--- config.mk ---
export PLATFORM = sky130hd
export DESIGN_NAME = amp_modulator_mc
export DESIGN_NICKNAME = d
export VERILOG_FILES = /design/src/rtl/amp_mod_pkg.sv /design/src/rtl/amp_mod_lane.sv /design/src/rtl/amp_modulator_mc.sv
export SDC_FILE = /design/constraint.sdc
export NUM_CORES = 2
export LEC_CHECK = 0
export ABC_AREA = 1
export BUFFER_PORTS_ARGS = -buffer_cell sky130_fd_sc_hd__clkbuf_2
export CELL_PAD_IN_SITES_DETAIL_PLACEMENT = 1
export CELL_PAD_IN_SITES_GLOBAL_PLACEMENT = 1
export CORE_AREA = 2 2 239 241
export DETAILED_ROUTE_END_ITERATION = 10
export DIE_AREA = 0 0 241 243
export PLACE_DENSITY = 0.95
export SLEW_MARGIN = 20
export SYNTH_ARGS = -nofsm -noshare
export SYNTH_HDL_FRONTEND = slang
export SYNTH_SLANG_ARGS = --single-unit
--- constraint.sdc ---
create_clock -name clk_i -period 11.2 [get_ports clk_i]
set_clock_uncertainty 0.05 [all_clocks]
set_input_delay 0 -clock clk_i [delete_from_list [all_inputs] [get_ports clk_i]]
set_output_delay 0 -clock clk_i [all_outputs]
set_load 0.01 [all_outputs]
--- src/rtl/amp_mod_pkg.sv ---
// Shared types and the saturating clamp for the amp_modulator_mc datapath.
// The clamp works on a wide signed value so any lane width up to SAT_W fits.
package amp_mod_pkg;

   typedef enum logic {
      MODE_RING = 1'b0,
      MODE_AM   = 1'b1
   } amp_mode_e;

   localparam int SAT_W = 64;

   typedef struct packed {
      logic                    sat;
      logic signed [SAT_W-1:0] value;
   } sat_result_t;

   // The caller sign-extends into SAT_W bits and keeps the low outW bits of the result.
   function automatic sat_result_t saturate(input logic signed [SAT_W-1:0] value,
                                            input int                      outW);
      logic signed [SAT_W-1:0] maxVal;
      logic signed [SAT_W-1:0] minVal;
      sat_result_t             res;
      maxVal = (64'sd1 <<< (outW - 1)) - 64'sd1;
      minVal = -maxVal - 64'sd1;
      res.sat   = 1'b1;
      res.value = value;
      if (value > maxVal) begin
         res.value = maxVal;
      end else if (value < minVal) begin
         res.value = minVal;
      end else begin
         res.sat = 1'b0;
      end
      return res;
   endfunction

endpackage

--- src/rtl/amp_mod_lane.sv ---
// One channel of amp_modulator_mc: optional modulator slew, product, shift/add, saturate.
// The slew limiter exists only when AMP_MOD_SLEW_EN is defined.
module amp_mod_lane
   import amp_mod_pkg::*;
#(
   parameter int DW        = 16,
   parameter int MW        = 16,
   parameter int FB        = 8,
   parameter int SLEW_STEP = 64
) (
   input  logic                 clk_i,
   input  logic                 rst_i,
   input  logic                 en_i,
   input  logic                 accept_i,
   input  amp_mode_e            mode_i,
   input  logic signed [DW-1:0] signal_i,
   input  logic signed [MW-1:0] modulator_i,
   output logic signed [DW-1:0] signal_o,
   output logic                 sat_o,
   output logic                 satNext_o
);

   localparam int PW = DW + MW;
   localparam int RW = PW + 1;

   logic signed [MW-1:0] mEff;

`ifdef AMP_MOD_SLEW_EN
   localparam logic signed [MW:0] STEP_POS = (MW+1)'(SLEW_STEP);
   localparam logic signed [MW:0] STEP_NEG = -STEP_POS;

   logic signed [MW-1:0] mReg_q;
   logic signed [MW-1:0] mReg_d;
   logic signed [MW:0]   mDiff;
   logic signed [MW:0]   mStep;

   // The distance to the target is clamped so the effective gain ramps instead of jumping.
   always_comb begin
      mDiff = {modulator_i[MW-1], modulator_i} - {mReg_q[MW-1], mReg_q};
      mStep = mDiff;
      if (mDiff > STEP_POS) begin
         mStep = STEP_POS;
      end else if (mDiff < STEP_NEG) begin
         mStep = STEP_NEG;
      end
      mEff   = MW'({mReg_q[MW-1], mReg_q} + mStep);
      mReg_d = accept_i ? mEff : mReg_q;
   end

   always_ff @(posedge clk_i) begin
      if (rst_i) begin
         mReg_q <= '0;
      end else begin
         mReg_q <= mReg_d;
      end
   end
`else
   logic unusedSlewCfg;
   assign mEff          = modulator_i;
   assign unusedSlewCfg = accept_i ^ (SLEW_STEP != 0);
`endif

   logic signed [PW-1:0] prod_d;
   logic signed [PW-1:0] prod_q;
   logic signed [RW-1:0] sigExt_d;
   logic signed [RW-1:0] sigExt_q;
   amp_mode_e            mode_q;

   assign prod_d   = signal_i * mEff;
   assign sigExt_d = RW'(signal_i);

   // Stage 1: full-width product plus the pieces stage 2 needs for AM mode.
   always_ff @(posedge clk_i) begin
      if (rst_i) begin
         prod_q   <= '0;
         sigExt_q <= '0;
         mode_q   <= MODE_RING;
      end else if (en_i) begin
         prod_q   <= prod_d;
         sigExt_q <= sigExt_d;
         mode_q   <= mode_i;
      end
   end

   logic signed [PW-1:0] scaled;
   logic signed [RW-1:0] sumR;
   sat_result_t          satRes;
   logic signed [DW-1:0] signal_d;

   // The extra guard bit means the AM offset addition can never wrap before the clamp.
   always_comb begin
      scaled = prod_q >>> FB;
      if (mode_q == MODE_AM) begin
         sumR = RW'(scaled) + sigExt_q;
      end else begin
         sumR = RW'(scaled);
      end
      satRes    = saturate(SAT_W'(sumR), DW);
      signal_d  = satRes.value[DW-1:0];
      satNext_o = satRes.sat;
   end

   always_ff @(posedge clk_i) begin
      if (rst_i) begin
         signal_o <= '0;
         sat_o    <= 1'b0;
      end else if (en_i) begin
         signal_o <= signal_d;
         sat_o    <= satNext_o;
      end
   end

endmodule

--- src/rtl/amp_modulator_mc.sv ---
// N_CH-lane ring/AM modulator with a two-stage valid/ready pipeline and sticky saturation flag.
// Define AMP_MOD_SLEW_EN to rate-limit each lane's modulator by SLEW_STEP per accepted beat.
module amp_modulator_mc
   import amp_mod_pkg::*;
#(
   parameter int N_CH       = 2,
   parameter int DATA_WIDTH = 16,
   parameter int MOD_WIDTH  = 16,
   parameter int FRAC_BITS  = 8,
   parameter int SLEW_STEP  = 64
) (
   input  logic                         clk_i,
   input  logic                         rst_i,
   input  logic                         mode_i,
   input  logic                         valid_i,
   output logic                         ready_o,
   input  logic [N_CH*DATA_WIDTH-1:0]   signal_i,
   input  logic [N_CH*MOD_WIDTH-1:0]    modulator_i,
   output logic                         valid_o,
   input  logic                         ready_i,
   output logic [N_CH*DATA_WIDTH-1:0]   signal_o,
   output logic [N_CH-1:0]              sat_o,
   output logic                         sat_sticky_o,
   input  logic                         clear_sticky_i
);

   logic            v1_q;
   logic            v2_q;
   logic            satSticky_q;
   logic            satSticky_d;
   logic            en;
   logic            accept;
   logic [N_CH-1:0] satNext;

   // One enable for the whole pipe: a full output stage blocks everything behind it.
   assign en      = !v2_q || ready_i;
   assign ready_o = en && !rst_i;
   assign accept  = valid_i && ready_o;
   assign valid_o = v2_q;

   for (genvar k = 0; k < N_CH; k++) begin : g_lane
      amp_mod_lane #(
         .DW        (DATA_WIDTH),
         .MW        (MOD_WIDTH),
         .FB        (FRAC_BITS),
         .SLEW_STEP (SLEW_STEP)
      ) u_lane (
         .clk_i       (clk_i),
         .rst_i       (rst_i),
         .en_i        (en),
         .accept_i    (accept),
         .mode_i      (amp_mode_e'(mode_i)),
         .signal_i    (signal_i[k*DATA_WIDTH +: DATA_WIDTH]),
         .modulator_i (modulator_i[k*MOD_WIDTH +: MOD_WIDTH]),
         .signal_o    (signal_o[k*DATA_WIDTH +: DATA_WIDTH]),
         .sat_o       (sat_o[k]),
         .satNext_o   (satNext[k])
      );
   end

   // A fresh saturation event outranks a simultaneous clear so it is never lost.
   always_comb begin
      satSticky_d = satSticky_q;
      if (en && v1_q && (|satNext)) begin
         satSticky_d = 1'b1;
      end else if (clear_sticky_i) begin
         satSticky_d = 1'b0;
      end
   end

   always_ff @(posedge clk_i) begin
      if (rst_i) begin
         v1_q        <= 1'b0;
         v2_q        <= 1'b0;
         satSticky_q <= 1'b0;
      end else begin
         if (en) begin
            v1_q <= valid_i;
            v2_q <= v1_q;
         end
         satSticky_q <= satSticky_d;
      end
   end

   assign sat_sticky_o = satSticky_q;

endmodule

Word-level counts from Yosys, hierarchy flattened. Cells that the tools add are included. W data, S select, Z words.

Flip-flop bits (word level): 134. Output and inout bits: 37. Word-level logic and storage cells: 40.

$add $sub $neg: 2. Multiply operators: 2. Order comparisons: 4. Multiplexer cells: 12. Reduce and logical (&&, ||, !) cells: 8.

Operators with widths (count): $gt A33 B16 Y1 const B (2); $lt A33 B16 Y1 const B (2); $mux W33 (2); $mul A16 B16 Y32 (2); $mux W16 (4); $add A24 B16 Y25 (2); $mux W1 (6); $logic_and A1 B1 Y1 (3); $logic_not A1 Y1 (2); $reduce_bool A2 Y1 (1); $reduce_or A2 Y1 (1); $logic_or A1 B1 Y1 (1).

Depth between registers and ports, before layout.
Depth in word-level cells: 8. Mapped depth: 29. Depth with buffers taken out: 27.

By module. A second synthesis with hierarchy kept.

Cells, all modules: 4163. Area total of the unflattened synthesis: 29643.4 um^2.

Modules (own cells, without submodules): amp_mod_lane at g_lane[0].u_lane (instances 1, cells an instance 2126, area an instance 14854.2 um^2, sequential area each 1161.1 um^2); amp_mod_lane at g_lane[1].u_lane (instances 1, cells an instance 2017, area an instance 14644.0 um^2, sequential area each 1161.1 um^2); amp_modulator_mc (instances 1, cells an instance 20, area an instance 145.1 um^2, sequential area each 60.1 um^2).

Least setup slack after synthesis. OpenSTA, ideal clock, no wires.

Path type: input-to-reg. Start point: in signal_i[23]. End point: reg g_lane[1].u_lane.prod_q[30]. Setup time: 109 ps. Data arrival time: 5330 ps. Data required time: 11041 ps. Setup slack: 5711 ps. Stages on the path: 25. Cell sequence: clkbuf_1 clkbuf_1 nand2_1 fa_1 inv_1 fa_1 fa_1 fa_1 fa_1 inv_1 fa_1 inv_1 ha_1 a21oi_1 inv_1 a21oi_1 inv_1 a21oi_1 o311ai_0 nand3_1 nand2_1 a21oi_1 o21ai_0 nand2_1 inv_1.

Cells in the longest elaborated chain, start to end: 1.

Ends and longest elaborated chain: start, declared (line amp_modulator_mc.sv:17) `input logic [N_CH*DATA_WIDTH-1:0] signal_i,`; $mul A16 B16 Y32 (line amp_mod_lane.sv:69) `assign prod_d = signal_i * mEff;`; end signal, assigned (line amp_mod_lane.sv:79) `prod_q <= prod_d;`; end, declared (line amp_mod_lane.sv:64) `logic signed [PW-1:0] prod_q;`.

No other way between the ends. A chain may end at the register's enable or synchronous reset.

Final worst setup path.
Start point: in signal_i[24]. End point: reg g_lane[1].u_lane.prod_q[30].

The elaborated chain is that of the path after synthesis.

==> results.sh <==
export IMPL_status="finished, final reports clean"
export IMPL_syn_inst=3938
export IMPL_arrival_ns=6.76
export IMPL_period_share_pct=57.29
export IMPL_setup_violations_final=0
export IMPL_antenna_left=0
export IMPL_max_cap_violations=0
export IMPL_route_vias_total=27270
export IMPL_firstDrtPassIters=8
export IMPL_port_buffers=106
export IMPL_dp_hpwl_um=87640
export IMPL_cts_buffers=17
export IMPL_grt_total_usage_pct=38.80
export IMPL_yosys_warnings=0
export IMPL_ys_types=53
export IMPL_drive_above_1_share_pct=6.607
export IMPL_rows=87
export IMPL_cp_end_kind="register"
export IMPL_yosysTopAreaCell="fa_1"
export IMPL_max_slew_margin_pct=30.13
export IMPL_clock_sinks=118
export IMPL_min_delay_path_class="in2reg"
export IMPL_clock_latency_ns=0.46
export IMPL_area_growth_pct=5.349
export IMPL_avgSynthCellArea_um2=7.324
export IMPL_grt_max_degree=86
export IMPL_dieArea_mm2=0.05856
export IMPL_startpoint_type="input port"
export IMPL_cts_path_max_buffers=2
export IMPL_cts_tree="built"
export IMPL_syn_nets=4738
export IMPL_drc=0
export IMPL_routedWlPerCell_um=23.64
export IMPL_chipHeight_um=243
export IMPL_grt_pass1_vias=30750
export IMPL_synth_seq_area_share_pct=8.190
export IMPL_dieWidth_um=241
export IMPL_pin_count=107
export IMPL_synth_ff_type="dfxtp_1"
export IMPL_antenna_found_initial=1
export IMPL_routed_via_density=5.830
export IMPL_fin_tns_setup_ns=0
export IMPL_post_cts_buffers=0
export IMPL_worstPathMaxFanout=17
export IMPL_min_period_ns=6.417
export IMPL_cts_root_buf="clkbuf_16"
export IMPL_synthArstFlopShare_pct=0
export IMPL_grt_overflow=0
export IMPL_grt_pass1_wl_um=173300
export IMPL_clk_pin_slew_ns=0.06
export IMPL_fmax_mhz=155.8
export IMPL_core_area_mm2=0.05595
export IMPL_htreeDepth=4
export IMPL_synthTopCellsByArea="fa_1 (36%), inv_1 (14%), nand2_1 (13%)"
export IMPL_rsz0062_at_grt="false"
export IMPL_wl_um=110600
export IMPL_critPathKind="in2reg"
export IMPL_syn_cell_area_mm2=0.02884
export IMPL_cp_data_required_time_ns=11.54
export IMPL_synth_seq_cells=118
export IMPL_yosys_area_top_type_share_pct=36.37
export IMPL_post_synth_top_count_cell="inv_1"
export IMPL_maxSlewViolCount=0
export IMPL_gp_congestion=0.9296
export IMPL_drt_initial_drc_count=2607
export IMPL_start_util_pct=51.55
export IMPL_synth_common_cells="inv_1 (1079), nand2_1 (1005), fa_1 (524), ha_1 (206), clkbuf_1 (150)"
export IMPL_hold_viol=0
export IMPL_synth_edf_count=0
export IMPL_tightestPinTransition_ns=1.048
export IMPL_final_nets=4707
path summary, 6_finish.rpt:
kind / startpoint / end / depth (start not counted) / slack (ns)
setup / recovery: signal_i[24] / g_lane[1].u_lane.prod_q[30] / 24 / 4.78
hold / removal: rst_i / sat_sticky_o / 2 / 0.15
setup reg to reg: g_lane[0].u_lane.sigExt_q[0] / g_lane[0].u_lane.sat_o / 19 / 7.49
hold reg to reg: sat_sticky_o / sat_sticky_o / 2 / 0.42
registers in the layout (all words and copies together), names as in the netlist:
signal / count
g_lane.u_lane.signal_o: 32
v1_q: 1
sat_sticky_o: 1
g_lane.u_lane.sat_o: 2
g_lane.u_lane.sigExt_q: 32
valid_o: 1
g_lane.u_lane.prod_q: 48
g_lane.u_lane.mode_q: 1
cell families after synthesis:
kind of cell / synth area share, %
AOI/OAI and AO/OA: 8.984
xor gates and xnor gates: 1.792
adders and majority gates: 45.31
buffers and inverters: 16.60
DFF: 8.190
and+or+nand+nor: 19.13
per-layer routing:
layer	wire length, um	vias to the layer above	global-route usage (%)
li1	-	11500	-
met1	41780	13600	48.25
met2	51710	1612	62.37
met3	10420	562	8.825
met4	6653	2	21.17
met5	13	-	0
worst max-delay path, stage by stage:
cell	delay, ns
clkbuf_2	0.42
nand2_1	0.21
inv_1	0.09
fa_1	0.56
inv_1	0.06
fa_1	0.50
inv_1	0.06
fa_1	0.51
fa_1	0.53
fa_1	0.50
inv_1	0.05
fa_1	0.49
inv_1	0.07
ha_1	0.49
nand2_1	0.19
nor2_1	0.26
a21boi_0	0.13
o311ai_0	0.83
nand3_1	0.20
nand2_1	0.15
a21oi_1	0.07
o21ai_0	0.16
nand2_1	0.11
inv_1	0.10
cell type report:
| class | instances | area (um2) |
|---|---|---|
| timing repair buffer | 116 | 613.1 |
| clock inverter | 12 | 176.4 |
| inverter | 1095 | 4110 |
| antenna | 2 | 5.005 |
| fill | 7230 | 25570 |
| sequential | 118 | 2364 |
| tap | 756 | 945.9 |
| clock buffer | 20 | 456.7 |
| multi-input combinational | 2559 | 21710 |
layout by cell type (no fill, tap or decap), drive strengths merged, types with 7 or more instances in the layout:
| cell | count |
|---|---|
| a21o | 9 |
| a21oi | 171 |
| a22o | 22 |
| a31oi | 14 |
| buf | 7 |
| clkbuf | 126 |
| dfxtp | 118 |
| fa | 524 |
| ha | 206 |
| inv | 1092 |
| nand2 | 1023 |
| nand3 | 114 |
| nand4 | 25 |
| nor2 | 148 |
| nor3 | 18 |
| nor4 | 7 |
| o211ai | 36 |
| o21a | 7 |
| o21ai | 128 |
| o21bai | 7 |
| or2 | 12 |
| xnor2 | 31 |
| xor2 | 28 |
stage by stage:
step	utilization (%)	worst slack (ns)	hold slack, ns	area [um2]	std cells
2_1_floorplan	-	5.711	0.06274	28840	3938
3_3_place_gp	53.11	5.082	0.1659	29720	4641
3_5_place_dp	53.11	4.645	0.1685	29720	4641
4_1_cts	54.30	5.027	0.1205	30380	4676
5_1_grt	54.30	4.515	0.1541	30380	4676
6_report	54.31	4.783	0.1531	30390	4678
what timing repair did:
item / CTS / global route
hold buffers: 3 / 0
endpoints found under the hold margin: 3 / 0
gates resized for setup: 0 / 0
Power is not shown: default switching activity piles up to over one toggle a cycle in this logic, so the estimate is an artifact.
